$ cat src/rtl/reset_sequencer.sv
// reset_sequencer: power-up and recovery sequencer for the SoC clock/reset tree.
// Runs on the raw 12 MHz board clock, upstream of the PLL. It holds the PLL in reset,
// waits for a stable lock, releases the system reset and then, after a settling
// delay, the camera reset. It retries PLL bring-up on lock timeout, restarts on lock
// loss and serves software-requested system resets without re-locking the PLL.
//
// All outputs are flops loaded from the decoded next state. They therefore change on
// the same edge as the state register and have no combinational path from an input.
module reset_sequencer #(
    parameter int PLL_RESET_CYCLES    = 16,
    parameter int LOCK_TIMEOUT_CYCLES = 12000,
    parameter int LOCK_STABLE_CYCLES  = 32,
    parameter int CAM_DELAY_CYCLES    = 24000,
    parameter int SOFT_RESET_CYCLES   = 16
) (
    input  logic       clock12MHz,
    input  logic       nReset,
    input  logic       pllLocked,
    input  logic       softResetRequest,
    output logic       pllReset,
    output logic       systemReset,
    output logic       camnReset,
    output logic       resetDone,
    output logic [3:0] lockRetries,
    output logic [7:0] lockLossCount,
    output logic [2:0] sequencerState
);

    // State encodings are visible to firmware through sequencerState.
    localparam logic [2:0] PLL_RESET   = 3'd0;
    localparam logic [2:0] WAIT_LOCK   = 3'd1;
    localparam logic [2:0] LOCK_STABLE = 3'd2;
    localparam logic [2:0] CAM_DELAY   = 3'd3;
    localparam logic [2:0] RUN         = 3'd4;
    localparam logic [2:0] SOFT_RESET  = 3'd5;

    // A state that waits N cycles leaves on the edge where counter == N-1.
    localparam logic [19:0] PLL_RESET_LAST    = 20'(PLL_RESET_CYCLES - 1);
    localparam logic [19:0] LOCK_TIMEOUT_LAST = 20'(LOCK_TIMEOUT_CYCLES - 1);
    localparam logic [19:0] LOCK_STABLE_LAST  = 20'(LOCK_STABLE_CYCLES - 1);
    localparam logic [19:0] CAM_DELAY_LAST    = 20'(CAM_DELAY_CYCLES - 1);
    localparam logic [19:0] SOFT_RESET_LAST   = 20'(SOFT_RESET_CYCLES - 1);

    logic        lockMeta;
    logic        lockSync;
    logic        reqMeta;
    logic        reqSync;
    logic        reqPrev;
    logic        softEdge;

    logic [2:0]  state;
    logic [2:0]  nextState;
    logic [19:0] counter;
    logic        retryInc;
    logic        lossInc;

    logic        nextPllReset;
    logic        nextSystemReset;
    logic        nextCamnReset;
    logic        nextResetDone;

    // Two-flop synchronizers for the asynchronous lock and request inputs, plus the
    // delayed request copy used for rising-edge detection.
    always_ff @(posedge clock12MHz or negedge nReset) begin
        if (!nReset) begin
            lockMeta <= 1'b0;
            lockSync <= 1'b0;
            reqMeta  <= 1'b0;
            reqSync  <= 1'b0;
            reqPrev  <= 1'b0;
        end else begin
            lockMeta <= pllLocked;
            lockSync <= lockMeta;
            reqMeta  <= softResetRequest;
            reqSync  <= reqMeta;
            reqPrev  <= reqSync;
        end
    end

    // A held-high request yields exactly one pulse; a new rising edge is needed.
    assign softEdge = reqSync & ~reqPrev;

    // State register, dwell counter, saturating status counters and output flops.
    // The dwell counter may wrap while sitting in RUN; RUN has no timed exit.
    always_ff @(posedge clock12MHz or negedge nReset) begin
        if (!nReset) begin
            state         <= PLL_RESET;
            counter       <= '0;
            lockRetries   <= '0;
            lockLossCount <= '0;
            pllReset      <= 1'b1;
            systemReset   <= 1'b1;
            camnReset     <= 1'b0;
            resetDone     <= 1'b0;
        end else begin
            state   <= nextState;
            counter <= (nextState != state) ? '0 : counter + 20'd1;
            if (retryInc && (lockRetries != 4'hF)) begin
                lockRetries <= lockRetries + 4'd1;
            end
            if (lossInc && (lockLossCount != 8'hFF)) begin
                lockLossCount <= lockLossCount + 8'd1;
            end
            pllReset    <= nextPllReset;
            systemReset <= nextSystemReset;
            camnReset   <= nextCamnReset;
            resetDone   <= nextResetDone;
        end
    end

    // Next-state selection. Lock loss is tested first so it beats a soft reset edge,
    // and lock detection in WAIT_LOCK beats the timeout.
    always_comb begin
        nextState = state;
        retryInc  = 1'b0;
        lossInc   = 1'b0;
        case (state)
            PLL_RESET: begin
                if (counter == PLL_RESET_LAST) nextState = WAIT_LOCK;
            end
            WAIT_LOCK: begin
                if (lockSync) begin
                    nextState = LOCK_STABLE;
                end else if (counter == LOCK_TIMEOUT_LAST) begin
                    nextState = PLL_RESET;
                    retryInc  = 1'b1;
                end
            end
            LOCK_STABLE: begin
                // Lock was never stable here, so this counts as a retry, not a loss.
                if (!lockSync) begin
                    nextState = PLL_RESET;
                    retryInc  = 1'b1;
                end else if (counter == LOCK_STABLE_LAST) begin
                    nextState = CAM_DELAY;
                end
            end
            CAM_DELAY: begin
                if (!lockSync) begin
                    nextState = PLL_RESET;
                    lossInc   = 1'b1;
                end else if (counter == CAM_DELAY_LAST) begin
                    nextState = RUN;
                end
            end
            RUN: begin
                if (!lockSync) begin
                    nextState = PLL_RESET;
                    lossInc   = 1'b1;
                end else if (softEdge) begin
                    nextState = SOFT_RESET;
                end
            end
            SOFT_RESET: begin
                if (!lockSync) begin
                    nextState = PLL_RESET;
                    lossInc   = 1'b1;
                end else if (counter == SOFT_RESET_LAST) begin
                    nextState = CAM_DELAY;
                end
            end
            default: begin
                // Encodings 6 and 7 are unreachable; recover through a full re-lock.
                nextState = PLL_RESET;
            end
        endcase
    end

    // Output decode of the next state, loaded into the output flops above.
    always_comb begin
        nextPllReset    = 1'b1;
        nextSystemReset = 1'b1;
        nextCamnReset   = 1'b0;
        nextResetDone   = 1'b0;
        case (nextState)
            WAIT_LOCK, LOCK_STABLE, SOFT_RESET: begin
                nextPllReset = 1'b0;
            end
            CAM_DELAY: begin
                nextPllReset    = 1'b0;
                nextSystemReset = 1'b0;
            end
            RUN: begin
                nextPllReset    = 1'b0;
                nextSystemReset = 1'b0;
                nextCamnReset   = 1'b1;
                nextResetDone   = 1'b1;
            end
            default: begin
                nextPllReset = 1'b1;
            end
        endcase
    end

    assign sequencerState = state;

endmodule

$ cat config.mk
export PLATFORM = sky130hd
export DESIGN_NAME = reset_sequencer
export DESIGN_NICKNAME = d
export VERILOG_FILES = /design/src/rtl/reset_sequencer.sv
export SDC_FILE = /design/constraint.sdc
export NUM_CORES = 1
export LEC_CHECK = 0
export CAP_MARGIN = 20
export CORE_MARGIN = 2
export CORE_UTILIZATION = 55
export DETAILED_ROUTE_END_ITERATION = 10
export PLACE_DENSITY = 0.78
export SLEW_MARGIN = 15
export SYNTH_ARGS = -nofsm -noshare
export SYNTH_HDL_FRONTEND = slang
export SYNTH_SLANG_ARGS = --single-unit
$ cat constraint.sdc
create_clock -name clock12MHz -period 5.1 [get_ports clock12MHz]
set_input_delay 1.275 -clock clock12MHz [delete_from_list [all_inputs] [get_ports clock12MHz]]
set_output_delay 1.275 -clock clock12MHz [all_outputs]
set_load 0.03 [all_outputs]
# After elaboration in Yosys (flattened, before gate mapping)
# Cells that the tools add are included.
[op_classes] addsub=3 n_eq_ne=17 mux=21 n_bitwise=2 n_reduce_logical=6
[ops] op="$mux 3" count=11
[ops] op="$add 20x1->20 const B" count=1
[ops] op="$eq 20x14->1 const B" count=1
[ops] op="$eq 20x15->1 const B" count=1
[ops] op="$eq 20x4->1 const B" count=1
[ops] op="$eq 20x5->1 const B" count=1
[ops] op="$mux 20" count=1
[ops] op="$pmux 3 s6" count=1
[ops] op="$eq 3x2->1 const B" count=4
[ops] op="$eq 3x3->1 const B" count=4
[ops] op="$add 8x1->8 const B" count=1
[ops] op="$ne 8x8->1 const B" count=1
[ops] op="$mux 1" count=7
[ops] op="$eq 3x1->1 const B" count=2
[ops] op="$reduce_or 5->1" count=1
[ops] op="$add 4x1->4 const B" count=1
[ops] op="$ne 4x4->1 const B" count=1
[ops] op="$logic_not 3->1" count=1
[ops] op="$ne 3x3->1" count=1
[ops] op="$reduce_or 3->1" count=1
[ops] op="$logic_and 1x1->1" count=2
[ops] op="$pmux 1 s2" count=1
[ops] op="$reduce_or 2->1" count=1
[ops] op="$and 1x1->1" count=1
[ops] op="$not 1->1" count=1
[word_totals] regBits=43 in_bits=4 wordCells=61

# Logic depth before layout (Yosys ltp)
# Gate-level depths: netlist of the first run.
[logic_depth] word_depth=8 mapped_depth=8

# Least setup slack after synthesis of the first run
# OpenSTA, ideal clock, no wires.
[synth_path] kind="reg-to-reg" start="register counter[12]" end="register lockRetries[1]" setup_ns=0.125 arrival_time_ns=1.968 required_time_ns=4.975 path_slack_ns=3.007 path_stages_with_launch=8 path_buffers=1 cell_sequence="dfrtp_1 -> clkbuf_2 -> or4_1 -> nor2_1 -> nand4_1 -> o32a_1 -> a31oi_1 -> mux2_2"
[synth_via] elab_chain_len=5
[synth_rtl] item="from (decl)" line="53" rtl="logic [19:0] counter;"
[synth_rtl] item="from (signal assigned)" line="97" rtl="counter <= (nextState != state) ? '0 : counter + 20'd1;"
[synth_rtl] item="$eq 20x14->1" line="124" rtl="end else if (counter == LOCK_TIMEOUT_LAST) begin"
[synth_rtl] item="$mux 1" line="124"
[synth_rtl] item="$mux 1" line="122" rtl="if (lockSync) begin"
[synth_rtl] item="$pmux 1 s2" line="117" rtl="case (state)"
[synth_rtl] item="$logic_and 1x1->1" line="98" rtl="if (retryInc && (lockRetries != 4'hF)) begin"
[synth_rtl] item="to (signal assigned)" line="99" rtl="lockRetries <= lockRetries + 4'd1;"
[synth_rtl] item="to (decl)" line="24" rtl="output logic [3:0] lockRetries,"
# Every way passes these cells.
# A chain may end at the register's enable or synchronous reset.

# Final worst setup path of the first run
[layout_path] start="register state[0] (netlist: sequencerState[0])" end="output sequencerState[0]"
[layout_lines] item="from (decl)" line="51" rtl="logic [2:0] state;"
[layout_lines] item="from (signal assigned)" line="96" rtl="state <= nextState;"
[layout_lines] item="to (decl)" line="26" rtl="output logic [2:0] sequencerState"
# No word-level cell between the ends.

==> impl_results.md, run 1 <==
- Outcome: completed
- Remaining Overflow, GRT: 0
- Sequential share of power: 47.6%
- Power per cell area: 376.8 nW/µm²
- CTS clk-pin slew, worst paths: approximately 0.080 ns
- Fill cell count: between 300 and 400
- Die width: 66.48 µm
- Total wire length: 3853 µm
- Clk_skew: ~0.0067 ns
- Final Hold Viols: 0
- Clock Latency Late Sink: 0.30 ns
- PnR worst setup slack: 2.296 ns
- Layout cells sized above 1: 11.01%
- Placed Instance Area: between 2000 and 2500 µm²
- Vias: 1564
- Synthesized area per cell: about 11 µm²
- CP Capture Type: primary output
- WS Path Type: reg2out
- Warnings from Yosys: 0
- Max Cap Violations: 0
- Worst path arrival time: 1.53 ns
- Row cnt: 22
- Gate power share: 29.2%
- H-tree levels: 2
- Max Freq: 356.6 MHz
- Post-synthesis instance area: 2147 µm²
- CTS Hold Bufs: 0
- Largest net degree at the start of global routing: 44
- Crit path launch type: register
- Crit path from: sequencerState[0]$_DFF_PN0_
- Die height: around 66 µm
- Final TNS setup: 0 ns
- Worst hold path type: reg2reg
- Main flop type after synthesis: dfrtp_1
- Crit-path leading delay family: buffers and inverters
- Die area: about 4400 µm²
- Routability congestion estimate: ~0.82
- Final nets: 233
- PortBufs: 22
- Initial antenna violation count: 0
- Vias per Instance: 5.687
- Inserted Diodes: 0
- Post-CTS Setup Bufs: 0
- Endpoints failing setup: 0
- WHS: approximately 0.35 ns
- Register-to-Register Path Depth: 6
- Worst Setup EP: sequencerState[0]
- Gr usage total: 20.79%
- I/O pins: 23
- Cell Int Power: 595.7 µW
- Area growth, synth to finish: 14.51%
- Clock Power Share: 23.1%
- R2R setup slack: about 2.8 ns
- Seq/Total Area, Yosys: 50.23%
- Design area: 2459 µm²
- First-pass GRT wire length: 6920 µm
- Post-synth top area cell: dfrtp_1
- CTS tree: done
- Synth cell count leaders: dfrtp_1, nor2_1, nand2_1
- Root Buffer: clkbuf_8
- Vias in the first global route: 1509
- Synthesized Nets: between 200 and 250
- Yosys top cell area share: 47.79%
- Remaining DRCs: 0
- Worst-margin pin slew: 0.9427 ns
- Net Sw Power: ~330 µW
- Critical path fanouts, max: 10
- DRT Pass-1 Iters: 6
- Levels on crit path: 1
- Tmin final: 2.804 ns
- Post-synth EDFFs: 0
- Sink Count: 43
- Initial Util: 57.78%
- Origin of the critical flop-to-flop path: counter[16]$_DFF_PN0_
- Yosys cell types: 46
- Synthesized instance count: 204
- Top cells by area, synth: dfrtp_1, xnor2_1, nor2_1
- CP max stage cell: clkdlybuf4s50_1
- Final Slew Violations: 0
- WP buf/inv: 1
- RSZ-0062 raised after global routing: false
- Worst slew margin: 37.16%
- Ratio of final minimum period to clock period: 54.98%
- Ys async rst share: 100.0%
- CP peak stage delay: 0.73 ns
- Dpl ws: 2.636 ns
- VDD IR max: 0.2156 mV
- Routed length per instance: 14.01 µm
- Core area: roughly 3700 µm²
- Clk buf depth: 2
- Switching fraction of total power: 35.70%
- 1st-iter DRT viols: 159
- Routed Antenna Nets: 0
- CTS resizes: 0
- Hpwl dp: 2742 µm
- Most common cell in the netlist: dfrtp_1
- Cts bufs inserted: 5
- Worst r2r dst: lockRetries[1]$_DFFE_PN0P_
- Req. time, crit path: 3.83 ns
- #FFs+latches synth: 43
- Static Leak: ~0.0011 µW
- Crit path cell chain: clkdlybuf4s50_1
## metrics by stage
| stage | cells | power, µW | util, % |
|---|---|---|---|
| floorplan | 204 | 641.2 | - |
| CTS | 275 | 936.2 | 66.16 |
| finish | 275 | 926.4 | 66.16 |
| global route | 275 | 986.6 | 66.16 |
| global placement | 267 | 713.5 | 63.77 |
| detailed placement | 267 | 721.1 | 63.77 |
## area by class of cell
type,instances,area [µm²],area share (%)
Tap cell,48,60.06,2.443
Multi-Input combinational cell,149,997.2,40.56
Clock inverter,3,20.02,0.8142
Timing Repair Buffer,22,215.2,8.753
Inverter,5,18.77,0.7634
Clock buffer,5,68.82,2.799
Sequential cell,43,1079,43.87
## cell usage in the layout (no fill, tap or decap), types with 3 or more instances in the layout
cell type        count
nor2_1              28
xnor2_1             13
nand2b_1             3
clkbuf_8             5
nand3_1              7
a31oi_1              3
ha_1                 3
nor3_1               6
nor4_1               4
dfrtp_1             41
and3_1               9
nand2_1             14
clkdlybuf4s50_1     21
nand4_1             10
mux2_2               4
xor2_1              11
nor2b_1              4
inv_1                5
a21oi_1              3
## metal layers
metal	part of all wire, %	global-route usage, %	vias up
met1	49	28.99	760
met3	4.2	6.926	7
met5	0	0	-
met4	1.5	7.143	0
met2	45	30.50	34
li1	-	-	763
## kinds of logic after synthesis
family	synth area share [%]
xor gates and xnor gates	9.790
buffers and inverters	3.321
muxes	2.564
adders and majority gates	1.748
DFF	50.23
AOI/OAI and AO/OA	5.944
and+or+nand+nor	26.40
## power by group through the flow
stage	logic [µW]	clock network, µW	registers [µW]
2_1_floorplan	177	0	464
3_5_place_dp	274	0	447
3_3_place_gp	268	0	445
4_1_cts	275	221	441
6_report	271	214	441
5_1_grt	301	237	449
## worst min-delay path by stage
stage | from | endpoint | slack (ns) | cells past startpoint
6_report | reqMeta$_DFF_PN0_ | reqSync$_DFF_PN0_ | 0.35 | 0
5_1_grt | reqMeta$_DFF_PN0_ | reqSync$_DFF_PN0_ | 0.37 | 0
3_3_place_gp | reqMeta$_DFF_PN0_ | reqSync$_DFF_PN0_ | 0.34 | 0
2_1_floorplan | lockMeta$_DFF_PN0_ | lockSync$_DFF_PN0_ | 0.33 | 0
4_1_cts | reqMeta$_DFF_PN0_ | reqSync$_DFF_PN0_ | 0.36 | 0
3_5_place_dp | reqMeta$_DFF_PN0_ | reqSync$_DFF_PN0_ | 0.34 | 0
## flip-flops by register name, summed over array words and instances, names as in the netlist
register,count
resetDone,1
lockSync,1
lockMeta,1
sequencerState,3
reqMeta,1
lockLossCount,8
lockRetries,4
reqPrev,1
systemReset,1
counter,20
pllReset,1
reqSync,1
(Power assumes the default switching activity.)
==> run 2, diff against run 1 <==
==> constraint.sdc (replaced) <==
create_clock -name clock12MHz -period 2.65 [get_ports clock12MHz]
set_input_delay 0.6625 -clock clock12MHz [delete_from_list [all_inputs] [get_ports clock12MHz]]
set_output_delay 0.6625 -clock clock12MHz [all_outputs]
set_load 0.03 [all_outputs]
==> impl_results.md, run 2 (synthesized netlist as in run 1, its figures left out) <==
- Gate power share: 27.5% (-1.7 points)
- Die height: 66.48 µm (unchanged)
- Cell Int Power: 1245 µW (+110%)
- Static Leak: 0.001114 µW (+2.1%)
- Final TNS setup: 0 ns (unchanged)
- Ratio of final minimum period to clock period: about nine tenths
- Area growth, synth to finish: 15.97%
- Crit path launch type: register
- Outcome: completed
- Largest net degree at the start of global routing: 28 (-36%)
- Sequential share of power: 45.5% (-2.1 points)
- 1st-iter DRT viols: 96 (-40%)
- Sink Count: 43 (unchanged)
- Area of the multi-input gates: 997.2 µm² (unchanged)
- Register-to-Register Path Depth: 6 (unchanged)
- Req. time, crit path: 2.84 ns (-0.99 ns)
- WS Path Type: reg2reg
- Critical path fanouts, max: 5 (-5)
- Max Cap Violations: 0 (unchanged)
- CTS tree: done
- Worst slew margin: 63.41% (+26 points)
- Vias in the first global route: 1469 (-2.7%)
- Commonest non-fill, non-tap cell in the layout: dfrtp_1
- Worst r2r dst: lockRetries[1]$_DFFE_PN0P_
- I/O pins: 23 (unchanged)
- Cts bufs inserted: 5 (unchanged)
- CTS clk-pin slew, worst paths: 0.08 ns (about the same)
- Switching fraction of total power: 33.82% (-1.9 points)
- Root Buffer: clkbuf_8
- VDD IR max: 0.4468 mV (+110%)
- Worst path arrival time: 2.52 ns (+0.99 ns)
- Final Hold Viols: 0 (unchanged)
- Worst-margin pin slew: 0.5452 ns (-0.3975 ns)
- DRT Pass-1 Iters: 4 (-2)
- Post-CTS Setup Bufs: 0 (unchanged)
- Layout cells sized above 1: 11.40% (+0.39 points)
- CTS resizes: 0 (unchanged)
- Inserted Diodes: 0 (unchanged)
- Gr usage total: 20.46% (-0.34 points)
- Clock Power Share: 27.0% (+3.9 points)
- WHS: 0.2723 ns (-0.08049 ns)
- Clk_skew: 0.003497 ns (-0.003211 ns)
- PortBufs: 22 (unchanged)
- Net Sw Power: 635.9 µW (+92%)
- Tmin final: 2.332 ns
- Largest registers: counter x20, lockLossCount x8, lockRetries x4
- Power per cell area: 755.3 nW/µm² (+100%)
- Routed length per instance: 14.21 µm (+1.4%)
- Core area: 3716 µm² (unchanged)
- CP Capture Type: register
- Total wire length: 3922 µm (+1.8%)
- Vias per Instance: 5.732 (+0.78%)
- Routed Antenna Nets: 0 (unchanged)
- Fill cell count: 318 (+2.6%)
- Clk buf depth: 2 (unchanged)
- Register Area: 1079 µm² (unchanged)
- Die width: 66.48 µm (unchanged)
- Initial antenna violation count: 0 (unchanged)
- Top register by number of flip-flops: counter
- Vias: 1582 (+1.2%)
- RSZ-0062 raised after global routing: false
- Worst hold path type: in2async
- Clock Latency Late Sink: 0.30 ns (about the same)
- Max reg flops: 20 (unchanged)
- Remaining DRCs: 0 (unchanged)
- Remaining Overflow, GRT: 0 (unchanged)
- Row cnt: 22 (unchanged)
- Hpwl dp: 2826 µm (+3.1%)
- Initial Util: 57.78% (unchanged)
- Final nets: 234 (+0.43%)
- Origin of the critical flop-to-flop path: counter[16]$_DFF_PN0_
- CTS Hold Bufs: 0 (unchanged)
- Endpoints failing setup: 0 (unchanged)
- Most frequent cells in the layout: dfrtp_1, nor2_1, clkdlybuf4s50_1, nand2_1, xnor2_1
- Routability congestion estimate: 0.8614 (+5.0%)
- Die area: 4420 µm² (unchanged)
- R2R setup slack: 0.32 ns (-2.45 ns)
- H-tree levels: 2 (unchanged)
- First-pass GRT wire length: 6720 µm (-2.9%)
- Final Slew Violations: 0 (unchanged)
- Max Freq: 428.8 MHz
## run 2: changes by cell type in the layout (fill, tap and decap cells not counted), sizes merged
cell      delta
bufinv       +1
clkinvlp     -2
clkinv       +1
buf          +1
## run 2: cell type report
type                    instances  share of cell area (%)
inverters                       5                  0.7538
flip-flops and latches         43                   43.32
multi-input cells             149                   40.05
well taps                      48                   2.412
repair buffers                 23                   8.945
clock buffers                   5                   2.764
clock inverters                 3                   1.759
## run 2: worst max path at each step
stage,from,endpoint,slack [ns]
after floorplan,counter[12]$_DFF_PN0_,lockRetries[1]$_DFFE_PN0P_,0.56
after global placement,counter[5]$_DFF_PN0_,lockRetries[1]$_DFFE_PN0P_,0.40
after detailed placement,counter[16]$_DFF_PN0_,lockRetries[1]$_DFFE_PN0P_,0.36
after CTS,counter[16]$_DFF_PN0_,lockRetries[1]$_DFFE_PN0P_,0.35
after global routing,counter[5]$_DFF_PN0_,lockRetries[1]$_DFFE_PN0P_,0.22
final,counter[16]$_DFF_PN0_,lockRetries[1]$_DFFE_PN0P_,0.32
## run 2: metal layers
layer	part of all wire (%)	GRT usage [%]	vias to the layer above	routed length (µm)
li1	-	-	766	-
met1	48	28.30	773	1868
met2	47	30.25	39	1827
met3	4.7	5.743	4	186
met4	0.99	8.418	0	39
met5	0	0	-	0
## run 2: power by group through the flow
stage	Clock (µW)	Sequential, µW	Combinational, µW
floorplan	0	893	341
global placement	0	861	509
detailed placement	0	864	518
CTS	518	855	523
global route	548	873	578
finish	508	855	517
## run 2: metrics by stage
step	setup slack (ns)	power, µW	instances	cell area [µm²]	util (%)
5_1_grt	0.2222	2000	276	2490	67.00
3_3_place_gp	0.3959	1370	268	2377	63.97
3_5_place_dp	0.3629	1382	268	2377	63.97
6_report	0.3179	1881	276	2490	67.00
4_1_cts	0.3506	1896	276	2490	67.00
2_1_floorplan	0.5570	1234	204	2147	-
## run 2: critical path, cell delays in order (launching register included)
cell and delay (ns):
dfrtp_1 0.43, or4_4 0.59, nor2_4 0.12, nand4_1 0.17
o32a_1 0.25, a31oi_1 0.28, mux2_2 0.38
